`src/rtl/acc_ctrl_pkg.sv`:
```
// -----------------------------------------------------------------------------
// acc_ctrl_pkg
// Shared definitions for the accelerator launch controller slice.
//   - State encoding constants and the typed FSM state enum.
//   - Default progress-counter width and the in-flight counter width.
//   - wdog_width(): counter width needed to reach a given watchdog limit.
// -----------------------------------------------------------------------------
package acc_ctrl_pkg;

    localparam int unsigned CNT_W_DEFAULT = 16;

    // Launches in flight are tracked in 8 bits (MAX_OUTSTANDING <= 255).
    localparam int unsigned OUT_W = 8;

    localparam logic [1:0] ST_IDLE = 2'd0;
    localparam logic [1:0] ST_RUN  = 2'd1;
    localparam logic [1:0] ST_ERR  = 2'd2;

    typedef enum logic [1:0] {
        StIdle = ST_IDLE,
        StRun  = ST_RUN,
        StErr  = ST_ERR
    } ctrl_state_e;

    // Width that can hold the value 'limit'; never below one bit so a disabled
    // watchdog (limit 0) still yields a legal vector.
    function automatic int unsigned wdog_width(input int unsigned limit);
        if (limit < 2) begin
            return 1;
        end
        return $clog2(limit + 1);
    endfunction

endpackage

```
`src/rtl/acc_wdog_cnt.sv`:
```
// -----------------------------------------------------------------------------
// acc_wdog_cnt
// Loadable timeout counter. Counts up while enabled and flags expiry on the
// cycle whose increment would make the count reach LIMIT, so a consumer that
// acts on 'expired' at that edge changes state exactly LIMIT counting cycles
// after the last clear. LIMIT = 0 disables expiry.
//
// Ports:
//   clk       clock
//   rst       asynchronous active-high reset
//   clr       synchronous clear to zero (highest priority)
//   load      synchronous load of load_val
//   load_val  value taken on load
//   en        count enable
//   expired   expiry flag (combinational from count, en, clr, load)
// -----------------------------------------------------------------------------
module acc_wdog_cnt #(
    parameter int unsigned LIMIT = 1048576,
    parameter int unsigned W     = 21
) (
    input  logic         clk,
    input  logic         rst,
    input  logic         clr,
    input  logic         load,
    input  logic [W-1:0] load_val,
    input  logic         en,
    output logic         expired
);

    // Count value seen on the edge at which the limit is reached.
    localparam logic [W-1:0] LAST = (LIMIT == 0) ? '0 : W'(LIMIT - 1);
    localparam logic         ENABLED = (LIMIT != 0);

    logic [W-1:0] count_q;

    always_ff @(posedge clk or posedge rst) begin
        if (rst) begin
            count_q <= '0;
        end else if (clr) begin
            count_q <= '0;
        end else if (load) begin
            count_q <= load_val;
        end else if (en) begin
            count_q <= count_q + W'(1);
        end
    end

    always_comb begin
        expired = ENABLED && en && !clr && !load && (count_q == LAST);
    end

endmodule

```
`src/rtl/acc_launch_ctrl.sv`:
```
// -----------------------------------------------------------------------------
// acc_launch_ctrl
// Initiator side of the ap_ctrl_chain handshake. Accepts a "launch N times"
// command, issues the launches with at most MAX_OUTSTANDING in flight,
// acknowledges every completion and reports progress. A watchdog moves the
// controller to an error state when pending work sees no handshake for
// TIMEOUT_CYCLES cycles; err_clear returns it to idle.
//
// Ports:
//   clk, rst       clock, asynchronous active-high reset
//   cmd_valid/ready/runs   launch command (accepted on valid && ready)
//   err_clear      leaves the error state
//   ap_start/ap_ready      launch handshake to the engine
//   ap_done/ap_continue    completion handshake with the engine
//   ap_idle        engine idle status (informational only)
//   busy           controller not idle
//   launched_cnt   launches accepted in the current command
//   done_cnt       completions acknowledged in the current command
//   run_complete   one-cycle pulse on command completion
//   timeout_err    high while in the error state
// All outputs are registers.
// -----------------------------------------------------------------------------
module acc_launch_ctrl
    import acc_ctrl_pkg::*;
#(
    parameter int unsigned CNT_W           = CNT_W_DEFAULT,
    parameter int unsigned MAX_OUTSTANDING = 1,
    parameter int unsigned TIMEOUT_CYCLES  = 1048576
) (
    input  logic             clk,
    input  logic             rst,
    input  logic             cmd_valid,
    output logic             cmd_ready,
    input  logic [CNT_W-1:0] cmd_runs,
    input  logic             err_clear,
    output logic             ap_start,
    input  logic             ap_ready,
    input  logic             ap_done,
    output logic             ap_continue,
    input  logic             ap_idle,
    output logic             busy,
    output logic [CNT_W-1:0] launched_cnt,
    output logic [CNT_W-1:0] done_cnt,
    output logic             run_complete,
    output logic             timeout_err
);

    localparam int unsigned      WDOG_W  = wdog_width(TIMEOUT_CYCLES);
    localparam logic [OUT_W-1:0] MAX_OUT = OUT_W'(MAX_OUTSTANDING);

    ctrl_state_e      state_q, state_d;
    logic [CNT_W-1:0] remaining_q, remaining_d;
    logic [OUT_W-1:0] outstanding_q, outstanding_d;
    logic [CNT_W-1:0] launched_d, done_d;
    logic             run_complete_d;
    logic             ap_start_d;
    logic             ap_continue_d;

    logic             launch_hs;
    logic             cpl_hs;
    logic             cpl_cnt;
    logic             wdog_en;
    logic             wdog_clr;
    logic             wdog_expired;

    // Engine idle is status only; sequencing relies on the handshakes.
    logic             unused_ap_idle;
    assign unused_ap_idle = ap_idle;

    assign launch_hs = ap_start && ap_ready;
    assign cpl_hs    = ap_done && ap_continue;
    // A completion with nothing in flight is acknowledged but not counted.
    assign cpl_cnt   = cpl_hs && (outstanding_q != '0);

    // Clearing whenever not in RUN also covers the clear on entry to RUN.
    assign wdog_en  = (state_q == StRun) && (ap_start || (outstanding_q != '0));
    assign wdog_clr = (state_q != StRun) || launch_hs || cpl_hs;

    acc_wdog_cnt #(
        .LIMIT (TIMEOUT_CYCLES),
        .W     (WDOG_W)
    ) u_wdog (
        .clk      (clk),
        .rst      (rst),
        .clr      (wdog_clr),
        .load     (1'b0),
        .load_val ('0),
        .en       (wdog_en),
        .expired  (wdog_expired)
    );

    always_comb begin
        state_d        = state_q;
        remaining_d    = remaining_q;
        outstanding_d  = outstanding_q;
        launched_d     = launched_cnt;
        done_d         = done_cnt;
        run_complete_d = 1'b0;

        unique case (state_q)
            StIdle: begin
                if (cmd_valid && cmd_ready) begin
                    launched_d = '0;
                    done_d     = '0;
                    if (cmd_runs == '0) begin
                        run_complete_d = 1'b1;
                    end else begin
                        remaining_d = cmd_runs;
                        state_d     = StRun;
                    end
                end
            end

            StRun: begin
                if (launch_hs) begin
                    remaining_d = remaining_q - CNT_W'(1);
                    launched_d  = launched_cnt + CNT_W'(1);
                end
                if (cpl_cnt) begin
                    done_d = done_cnt + CNT_W'(1);
                end
                case ({launch_hs, cpl_cnt})
                    2'b10:   outstanding_d = outstanding_q + OUT_W'(1);
                    2'b01:   outstanding_d = outstanding_q - OUT_W'(1);
                    default: outstanding_d = outstanding_q;
                endcase
                // Finishing wins over a watchdog expiry in the same cycle.
                if ((remaining_d == '0) && (outstanding_d == '0)) begin
                    state_d        = StIdle;
                    run_complete_d = 1'b1;
                end else if (wdog_expired) begin
                    state_d = StErr;
                end
            end

            StErr: begin
                if (cpl_cnt) begin
                    outstanding_d = outstanding_q - OUT_W'(1);
                    done_d        = done_cnt + CNT_W'(1);
                end
                if (err_clear) begin
                    state_d       = StIdle;
                    remaining_d   = '0;
                    outstanding_d = '0;
                end
            end

            default: begin
                state_d = StIdle;
            end
        endcase

        // Computed from next-state values so the registered ap_start only
        // falls on the launch edge itself; it cannot drop while pending.
        ap_start_d = (state_d == StRun) && (remaining_d != '0) && (outstanding_d < MAX_OUT);

        // One acknowledge per done level; never issued from idle so a done
        // left over from before a reset waits for the next command.
        ap_continue_d = (state_d != StIdle) && ap_done && !ap_continue;
    end

    always_ff @(posedge clk or posedge rst) begin
        if (rst) begin
            state_q       <= StIdle;
            remaining_q   <= '0;
            outstanding_q <= '0;
            launched_cnt  <= '0;
            done_cnt      <= '0;
            ap_start      <= 1'b0;
            ap_continue   <= 1'b0;
            run_complete  <= 1'b0;
            timeout_err   <= 1'b0;
            busy          <= 1'b0;
            cmd_ready     <= 1'b1;
        end else begin
            state_q       <= state_d;
            remaining_q   <= remaining_d;
            outstanding_q <= outstanding_d;
            launched_cnt  <= launched_d;
            done_cnt      <= done_d;
            ap_start      <= ap_start_d;
            ap_continue   <= ap_continue_d;
            run_complete  <= run_complete_d;
            timeout_err   <= (state_d == StErr);
            busy          <= (state_d != StIdle);
            cmd_ready     <= (state_d == StIdle);
        end
    end

endmodule
```
`config.mk`:
```
export PLATFORM = sky130hd
export DESIGN_NAME = acc_launch_ctrl
export DESIGN_NICKNAME = d
export VERILOG_FILES = /design/src/rtl/acc_ctrl_pkg.sv /design/src/rtl/acc_wdog_cnt.sv /design/src/rtl/acc_launch_ctrl.sv
export SDC_FILE = /design/constraint.sdc
export NUM_CORES = 1
export LEC_CHECK = 0
export BUFFER_PORTS_ARGS = -buffer_cell sky130_fd_sc_hd__buf_2
export CORE_ASPECT_RATIO = 1.5
export CORE_MARGIN = 2
export CORE_UTILIZATION = 60
export CTS_CLUSTER_SIZE = 25
export DETAILED_ROUTE_END_ITERATION = 7
export PLACE_DENSITY = 0.9
export SYNTH_ARGS = -nofsm -noshare
export SYNTH_HDL_FRONTEND = slang
export SYNTH_HIERARCHICAL = 1
export SYNTH_SLANG_ARGS = --single-unit
```
`constraint.sdc`:
```
create_clock -name clk -period 8.4 [get_ports clk]
set_input_delay 0.84 -clock clk [delete_from_list [all_inputs] [get_ports clk]]
set_output_delay 0.84 -clock clk [all_outputs]
set_load 0.01 [all_outputs]
```
==> results.toml, run 1 <==
[outcome]
outcome = "finished, final reports clean"

[yosys]
ys_warn_count = 6
mappedNetlistArea_um2 = 5702
synth-edff-count = 0
synthArstFlopShare = 1.000
synthCells = 670
ys_ff_latch = 85
synth_ff_type = "dfrtp_1"
avgSynthCellArea_um2 = 8.510
ys_types = 78
seq_area_frac_synth = 0.3733

[route]
antenna_left = 0
drt_iter0_drc = 548
drtPass1Iterations = 5
route.vias.total = 5510
drt_wl_total_um = 15290
wire_per_inst_um = 18.11
viasPerCell = 6.528
drc = 0

[clock_tree]
post_cts_buffers = 0
cts_tree = "done"
cts.reportedPaths.clkPinSlew_ns = 0.07
cts_made_buffers = 9
h-tree-depth = 3
cts_hold_buf = 0
clockBufferDepth = 2
clockRootBuffer = "clkbuf_16"
clk_latency_ns = 0.35
ctsResizeCount = 0
clock-sinks = 85

[timing]
fin_skew_ns = 0.008267
rsz0062_at_grt = "false"
max_freq_mhz = 205.0
tns_ns = 0
fin_crit_sh = 0.5806
hold_violations = 0
fin_crit_ns = 4.877
relSlewSlack = 0.1364
worstMarginPinSlew_ns = 1.295
slew_violations = 0
setup_viol = 0
finalWorstSetupSlack_ns = 3.523

[critical_path]
critPathBufInv = 2
crit_path_end_kind = "register"
cpPeakStageDelay_ns = 0.72
crit_path_top_delay_cell = "nor2_1"
cp_data_arrival_time_ns = 5.16
crit_required_ns = 8.69
crit_chain = "inv_1 > ha_1 > clkinv_1 > nor2_1 > nand2_2 > nor4_4 > nand3_1 > nor4_1 > nor3_1 > o31ai_1 > and3b_1"
critical_path_class = "register to register"
start_kind = "register"
worstPathMaxFanout = 18
crit_family = "simple AND/OR/NAND/NOR gates"

[die]
placement_rows = 43
start_util = 0.6161
dieArea_um2 = 10310
ios = 61
chipWidth_um = 83.60
core_um2 = 9254
die_height_um = 123.4

[hold_path]
hold_class = "register to register"

[final_layout]
nFillCells = 724
final_common_cell = "dfrtp_1"
diodes = 0
drive_gt1_frac = 0.1339
layout.nets = 763
instances_no_fill = 844
areaGrowthSynthToFinish_pct = 11.43
final_cell_mix = "dfrtp_1, nor2_1, nand2_1, buf_2, inv_1"
multi_input_area_um2 = 3354
layout.area.seq_um2 = 2128

[global_route]
grt_max_degree = 65
antenna_found_initial = 0
grt_pass1_vias = 5377
grt.overflow.total = 0
grt_pass1_wl_um = 24850
grt_usage = 0.2956

[pwr]
vdd_drop_max_uv = 157.7
power_mw = 1.809
cellLeakagePower_nw = 2.854
p_per_area_nw_per_um2 = 284.7

[job]
max-cap-violations = 0

[place]
dp_cells = 828
gp_congestion = 0.9016
io_buffers = 59
dp.final_hpwl_um = 10730
place_ws_ns = 3.767
[through the flow]
step | hold slack [ns] | util | instance area (um2)
3_3_place_gp | 0.5053 | 0.6554 | 6065
4_1_cts | 0.5454 | 0.6866 | 6354
5_1_grt | 0.5680 | 0.6866 | 6354
6_report | 0.5588 | 0.6866 | 6354
3_5_place_dp | 0.5282 | 0.6554 | 6065
2_1_floorplan | 0.4904 | - | 5788
[kinds of logic after synthesis]
kind of cell    after synthesis  share of synthesized area
xor+xnor                     40                    0.06144
flops                        85                     0.3733
mux                           9                    0.01646
compound gates              150                     0.1876
simple gates                298                     0.2785
fa+ha+maj                    13                    0.02853
buf+inv                      74                    0.05354
other cells                   1                  0.0006577
[registers in the layout, indices dropped and copies added (netlist names)]
register,count
ap_start,1
run_complete,1
launched_cnt,16
cmd_ready,1
remaining_q,16
state_q,2
outstanding_q,8
busy,1
u_wdog/count_q,21
done_cnt,16
timeout_err,1
ap_continue,1
[cells in the mapped netlist, drive strengths merged (3+ instances only)]
| master | instances | area share |
|---|---|---|
| dfrtp | 84 | 0.37 |
| nor2 | 77 | 0.051 |
| nand2 | 68 | 0.046 |
| inv | 34 | 0.022 |
| nand3 | 30 | 0.027 |
| nor3 | 29 | 0.027 |
| o21ai | 29 | 0.025 |
| clkbuf | 26 | 0.017 |
| a21oi | 24 | 0.021 |
| xor2 | 23 | 0.035 |
| nor4 | 19 | 0.030 |
| xnor2 | 17 | 0.026 |
| nand4 | 15 | 0.018 |
| ha | 13 | 0.029 |
| o211ai | 13 | 0.017 |
| a221o | 11 | 0.019 |
| buf | 11 | 0.012 |
| o31ai | 11 | 0.014 |
| a211oi | 10 | 0.013 |
| or3 | 9 | 0.010 |
| and3 | 7 | 0.0077 |
| and4 | 7 | 0.011 |
| mux2i | 6 | 0.011 |
| a21o | 5 | 0.0066 |
| a311oi | 5 | 0.0077 |
| nand3b | 5 | 0.0066 |
| nor2b | 5 | 0.0055 |
| o311ai | 5 | 0.0077 |
| o41ai | 5 | 0.0077 |
| or2 | 5 | 0.0055 |
| a22oi | 4 | 0.0053 |
| a31oi | 3 | 0.0033 |
| and2 | 3 | 0.0037 |
| and3b | 3 | 0.0046 |
| clkinv | 3 | 0.0020 |
| mux2 | 3 | 0.0059 |
| nand2b | 3 | 0.0033 |
| nor3b | 3 | 0.0039 |
| o22ai | 3 | 0.0033 |
| o31a | 3 | 0.0048 |
| or4 | 3 | 0.0039 |
[final timing paths]
check                           startpoint                 to  slack, ns  cells after the start
setup reg to reg                state_q[1]        ap_continue       3.52                     11
min in group asynchronous              rst  u_wdog/count_q[4]       0.67                      2
hold reg to reg            launched_cnt[0]    launched_cnt[0]       0.56                      1
hold / removal             launched_cnt[0]    launched_cnt[0]       0.56                      1
setup / recovery                state_q[1]        ap_continue       3.52                     11
max in group asynchronous              rst        done_cnt[7]       7.11                      3
[final cells by class]
cell class | count | area share
multi-input cells | 534 | 0.5280
flip-flops and latches | 85 | 0.3350
repair buffers | 60 | 0.04766
clock buffers | 9 | 0.03545
well taps | 112 | 0.02206
inverters | 37 | 0.02186
clock inverters | 7 | 0.01004
[report_power, final]
part	switching (mW)	internal [mW]
Sequential	0.130	0.502
Clock	0.186	0.208
Combinational	0.500	0.282
[worst register-to-register path, cell delays in order (launching register included)]
cell and delay (ns):
dfrtp_1 0.44, inv_1 0.13, ha_1 0.63, clkinv_1 0.49
nor2_1 0.72, nand2_2 0.19, nor4_4 0.51, nand3_1 0.15
nor4_1 0.62, nor3_1 0.14, o31ai_1 0.57, and3b_1 0.25
[metal layers]
layer  up-vias  wire (um)  GRT usage
met5         -          0          0
met4         0        758     0.1885
met3        71        921    0.05207
met2       262       7964     0.5320
met1      2631       5645     0.3201
li1       2546          -          -
No activity file was read; power rests on OpenSTA's default activity.
==> run 2, diff against run 1 <==
--- a/config.mk
+++ b/config.mk
@@ -5,6 +5,7 @@
 export SDC_FILE = /design/constraint.sdc
 export NUM_CORES = 1
 export LEC_CHECK = 0
+export ABC_AREA = 1
 export BUFFER_PORTS_ARGS = -buffer_cell sky130_fd_sc_hd__buf_2
 export CORE_ASPECT_RATIO = 1.5
 export CORE_MARGIN = 2
==> constraint.sdc (replaced) <==
create_clock -name clk -period 4.85 [get_ports clk]
set_input_delay 0.485 -clock clk [delete_from_list [all_inputs] [get_ports clk]]
set_output_delay 0.485 -clock clk [all_outputs]
set_load 0.01 [all_outputs]
==> run 2 against run 1 <==
Compared with the run above: critical path depth increased by 9; clock-buffer cell count did not move; wire length is 8.0% higher; clock power increased by 88%; sequential share of layout area fell by 3.4 points; non-clock buffer count grew 1; critical path type unchanged; highest routed layer unchanged.
==> results.toml, run 2 <==
[critical_path]
start_kind = "register"
critical_path_class = "register to register"
crit_required_ns = 5.11
r2r_cells = 20
cp_data_arrival_time_ns = 3.66
crit_path_end_kind = "register"
worstReg2RegStart = "outstanding_q[0]"
worstPathMaxFanout = 9
regToRegSetupSlack_ns = 1.44
worstReg2RegEnd = "busy"

[global_route]
antenna_found_initial = 0
grt_pass1_wl_um = 27220
grt_max_degree = 65
grt_usage = 0.3050
grt.overflow.total = 0
grt_pass1_vias = 6169

[yosys]
ys_warn_count = 6
synthArstFlopShare = 1.000
yosysTopAreaCellShare = 0.3337
synth_ff_type = "dfrtp_1"
synth_top_area_cell = "dfrtp_1"
synth-edff-count = 0
ys_ff_latch = 85
mappedNetlistArea_um2 = 6299
synthCells = 991
synth.area.top_cells = "dfrtp_1, nand2_1, nor2_1"
seq_area_frac_synth = 0.3379
ys_types = 46
synthTopCellsByCount = "nand2_1, nor2_1, inv_1"
synth_most_common_cell = "nand2_1"
avgSynthCellArea_um2 = 6.356

[route]
drt_wl_total_um = 16510
drc = 0
viasPerCell = 5.397
wire_per_inst_um = 13.66
drtPass1Iterations = 5
drt_iter0_drc = 493
route.vias.total = 6525
antenna_left = 0

[clock_tree]
h-tree-depth = 3
clockBufferDepth = 2
cts.reportedPaths.clkPinSlew_ns = 0.07
cts_made_buffers = 9
clock-sinks = 85
post_cts_buffers = 0
cts_hold_buf = 0
clockRootBuffer = "clkbuf_16"
cts_tree = "done"
ctsResizeCount = 0
clk_latency_ns = 0.36

[pwr]
p_per_area_nw_per_um2 = 569.9
cellLeakagePower_nw = 3.804
power_mw = 4.028
vdd_drop_max_uv = 340.1

[final_layout]
areaGrowthSynthToFinish_pct = 12.22
top_register = "u_wdog/count_q"
largest_reg_flops = 21
final_common_cell = "nand2_1"
layout.nets = 1099
drive_gt1_frac = 0.1161
final_cell_mix = "nand2_1, nor2_1, inv_1, nand3_1, dfrtp_1"
diodes = 0

[outcome]
outcome = "finished, final reports clean"

[timing]
relSlewSlack = 0.4352
tns_ns = 0
slew_violations = 0
setup_viol = 0
max_freq_mhz = 293.5
hold_violations = 0
worstMarginPinSlew_ns = 0.8463
fin_skew_ns = 0.009289
fin_crit_sh = 0.7026
fin_crit_ns = 3.407
rsz0062_at_grt = "false"

[place]
dp.final_hpwl_um = 12220
gp_congestion = 0.9647
io_buffers = 59

[die]
placement_rows = 45
die_height_um = 129.5
ios = 61
dieArea_um2 = 11350
chipWidth_um = 87.66
core_um2 = 10190
start_util = 0.6180

[job]
max-cap-violations = 0

[hold_path]
hold_class = "input port to asynchronous set/reset pin"
run 2: changes by cell type after synthesis, moves of 11 or more:
| cell | change |
|---|---|
| nor4_1 | -14 |
| o21ai_0 | +17 |
| xnor2_1 | -12 |
| a221o_1 | -11 |
| xor2_1 | -17 |
| nor2_1 | +59 |
| inv_1 | +81 |
| clkbuf_1 | -20 |
| nand3_1 | +69 |
| nand2_1 | +254 |
run 2: how the worst max path moves through the flow:
stage / endpoint / cells after the start / slack (ns) / start
3_5_place_dp: busy / 20 / 1.49 / outstanding_q[0]
4_1_cts: busy / 20 / 1.47 / outstanding_q[0]
2_1_floorplan: busy / 21 / 1.98 / outstanding_q[0]
3_3_place_gp: busy / 20 / 1.53 / outstanding_q[0]
5_1_grt: busy / 21 / 1.11 / outstanding_q[0]
6_report: busy / 20 / 1.44 / outstanding_q[0]
run 2: cells by family (layout without fill, tap and decap cells):
kind of cell | Yosys count | count (layout) | share of synthesized area
multiplexers | 1 | 1 | 0.001589
adder cells (fa/ha/maj) | 13 | 13 | 0.02583
AO/OA/AOI/OAI | 95 | 95 | 0.08244
other | 1 | 23 | 0.0005954
AND/OR/NAND/NOR | 638 | 638 | 0.4440
flip-flops | 85 | 85 | 0.3379
buffers and inverters | 147 | 202 | 0.09237
XOR/XNOR | 11 | 11 | 0.01530
run 2: critical path, stage by stage (launching register included):
cell and delay [ns]:
dfrtp_1 0.46, inv_2 0.17, ha_1 0.17, inv_1 0.04, nor3_1 0.17, nand3_2 0.12, nand2_2 0.15, inv_1 0.09
ha_1 0.48, inv_1 0.22, or2_2 0.31, nand2_1 0.08, nand3_1 0.09, nor3_1 0.25, nand2_2 0.12, nand2_2 0.08
nand2_2 0.06, nand2_2 0.09, inv_2 0.07, nor2_4 0.09, inv_2 0.04
run 2: per-layer routing:
layer,wire length [um],share of wire,vias to the layer above,global-route usage
met5,0,0,-,0
met4,781,0.047,0,0.1955
met3,674,0.041,56,0.04268
met2,8861,0.54,184,0.5521
met1,6196,0.38,3017,0.3235
li1,-,-,3268,-
run 2: final cells by class:
class / instances / area (um2)
clock buffers: 9 / 225.2
repair buffers: 61 / 310.3
inverters: 125 / 470.5
fillers: 913 / 3123
clock inverters: 7 / 86.33
flip-flops and latches: 85 / 2128
multi-input cells: 781 / 3671
well taps: 141 / 176.4
run 2: through the flow:
stage | utilization | cells | hold WS [ns] | setup WS [ns] | area [um2]
after global placement | 0.6630 | 1193 | 0.4931 | 1.529 | 6756
after floorplan | - | 1013 | 0.4615 | 1.984 | 6381
after CTS | 0.6936 | 1209 | 0.3401 | 1.474 | 7068
after global routing | 0.6936 | 1209 | 0.3831 | 1.111 | 7068
after detailed placement | 0.6630 | 1193 | 0.4993 | 1.485 | 6756
final | 0.6936 | 1209 | 0.3015 | 1.443 | 7068
run 2: power by group:
group	leakage (nW)	switching (mW)	internal [mW]
logic	2.53	1.32	0.651
registers	1.12	0.339	0.976
clock network	0.151	0.329	0.412
==> run 3, diff against run 2 <==
--- a/config.mk
+++ b/config.mk
@@ -9,10 +9,10 @@
 export BUFFER_PORTS_ARGS = -buffer_cell sky130_fd_sc_hd__buf_2
 export CORE_ASPECT_RATIO = 1.5
 export CORE_MARGIN = 2
-export CORE_UTILIZATION = 60
+export CORE_UTILIZATION = 55
 export CTS_CLUSTER_SIZE = 25
 export DETAILED_ROUTE_END_ITERATION = 7
-export PLACE_DENSITY = 0.9
+export PLACE_DENSITY = 0.87
 export SYNTH_ARGS = -nofsm -noshare
 export SYNTH_HDL_FRONTEND = slang
 export SYNTH_HIERARCHICAL = 1
==> constraint.sdc (replaced) <==
create_clock -name clk -period 2.7 [get_ports clk]
set_input_delay 0.27 -clock clk [delete_from_list [all_inputs] [get_ports clk]]
set_output_delay 0.27 -clock clk [all_outputs]
set_load 0.01 [all_outputs]
==> run 3 against run 2 <==
Compared with the run above: the flow now finishes with violations (setup timing); sequential power increased by 73%; sequential cell count unchanged; combinational power increased by 110%; register-to-register slack got worse by 1.5 ns.
==> results.toml, run 3 (synthesized netlist as in run 2, its figures left out) <==
[outcome]
outcome = "finished with violations"
violations = "setup timing"

[final_layout]
top_register = "u_wdog/count_q"
layout.nets = 1137
drive_gt1_frac = 0.1618
final_common_cell = "nand2_1"
fin_util = 0.6714
areaGrowthSynthToFinish_pct = 18.47
largest_reg_flops = 21
final_cell_mix = "nand2_1, nor2_1, inv_1, nand3_1, dfrtp_1"
diodes = 0
postLayoutCellArea_um2 = 7462

[timing]
fin_crit_sh = 1.025
rsz0062_at_grt = "true"
relSlewSlack = 0.4099
hold_violations = 0
worstMarginPinSlew_ns = 0.8842
tns_ns = -0.1670
fin_skew_ns = 0.009451
finalWorstSetupSlack_ns = -0.06752
fin_crit_ns = 2.768
setup_viol = 4
hold-worst-slack_ns = 0.1104
max_freq_mhz = 361.3
slew_violations = 0

[global_route]
use_met3 = 0.03627
grt-busiest-layer = "met2"
antenna_found_initial = 0
grt_pass1_vias = 6290
grt.overflow.total = 0
grt_usage = 0.2894
grt_use_met1 = 0.3079
grt_pass1_wl_um = 28920
grt_max_degree = 65
use_met2 = 0.5588

[clock_tree]
cts.reportedPaths.clkPinSlew_ns = 0.07
cts_tree = "done"
clk_latency_ns = 0.35
clock-sinks = 85
clockRootBuffer = "clkbuf_16"
clockBufferDepth = 2
cts_made_buffers = 9
h-tree-depth = 3

[job]
max-cap-violations = 0

[die]
die_height_um = 135.1
start_util = 0.5667
ios = 61
dieArea_um2 = 12340
chipWidth_um = 91.38
placement_rows = 47
core_um2 = 11110

[critical_path]
crit_path_end_kind = "register"
crit_required_ns = 2.95
start_kind = "register"
worstPathMaxFanout = 4
critical_path_class = "register to register"
cp_data_arrival_time_ns = 3.01

[route]
drtPass1Iterations = 5
drt_wl_total_um = 17690
antenna_left = 0
drt_iter0_drc = 396
route.vias.total = 6752
wire_per_inst_um = 14.12
viasPerCell = 5.389
drc = 0

[place]
post_dp_cell_area_um2 = 7019
dp.final_hpwl_um = 13170
io_buffers = 59
gp_congestion = 1.021

[pwr]
cellLeakagePower_nw = 3.997
vdd_drop_max_uv = 701.6
p_per_area_nw_per_um2 = 1023

[hold_path]
hold_class = "input port to asynchronous set/reset pin"
==> run 3: cell type report <==
| class | instances | area [um2] |
|---|---|---|
| clock buffer | 9 | 225.2 |
| clock inverter | 7 | 81.33 |
| fill | 998 | 3652 |
| inverter | 125 | 473.0 |
| multi-input combinational | 781 | 3762 |
| sequential | 85 | 2128 |
| tap | 147 | 183.9 |
| timing repair buffer | 99 | 608.1 |
==> run 3: path summary, 6_finish.rpt <==
check | endpoint | cells past startpoint | start | slack (ns)
min in group clk | ap_continue | 3 | ap_done | 0.16
worst max register to register | busy | 20 | outstanding_q[0] | -0.07
worst max-delay path | busy | 20 | outstanding_q[0] | -0.07
worst min-delay path | u_wdog/count_q[1] | 2 | rst | 0.11
max in group asynchronous | remaining_q[6] | 3 | rst | 1.98
worst min register to register | done_cnt[4] | 1 | done_cnt[4] | 0.52
==> run 3: per-layer routing <==
metal | share of wire | routed length (um)
met1 | 0.38 | 6758
met2 | 0.54 | 9484
met3 | 0.037 | 662
met4 | 0.045 | 789
met5 | 0 | 0
==> run 3: what timing repair did <==
action	in CTS	in global routing
hold buffers	0	0
resized for setup	2	19
pin swaps	0	10
endpoints found under the setup margin	2	8
setup buffers	0	7
==> run 3: report_power, final <==
part | switching (mW) | total (mW) | internal (mW)
clock | 0.615 | 1.27 | 0.660
combinational | 2.62 | 4.06 | 1.45
sequential | 0.539 | 2.29 | 1.75
==> run 3: metrics by stage <==
step / total power, mW / setup slack [ns] / cells
detailed placement: 6.144 / -0.03276 / 1230
CTS: 7.465 / 0.02047 / 1246
global route: 8.262 / -0.2211 / 1253
floorplan: 4.899 / 0.04624 / 1013
global placement: 6.070 / 0.08619 / 1230
finish: 7.630 / -0.06752 / 1253
==> run 3: worst max-delay path, stage by stage (launching register included) <==
cell	delay [ns]
dfrtp_1	0.41
inv_2	0.09
ha_4	0.13
inv_2	0.04
nor3_4	0.18
nand3_2	0.12
nand2_2	0.09
inv_2	0.05
ha_4	0.29
inv_4	0.04
or2_2	0.28
nand2_2	0.08
nand3_2	0.09
nor3_4	0.21
nand2_2	0.11
nand2_2	0.08
nand2_2	0.06
nand2_2	0.08
inv_2	0.06
nor2_4	0.11
inv_2	0.03
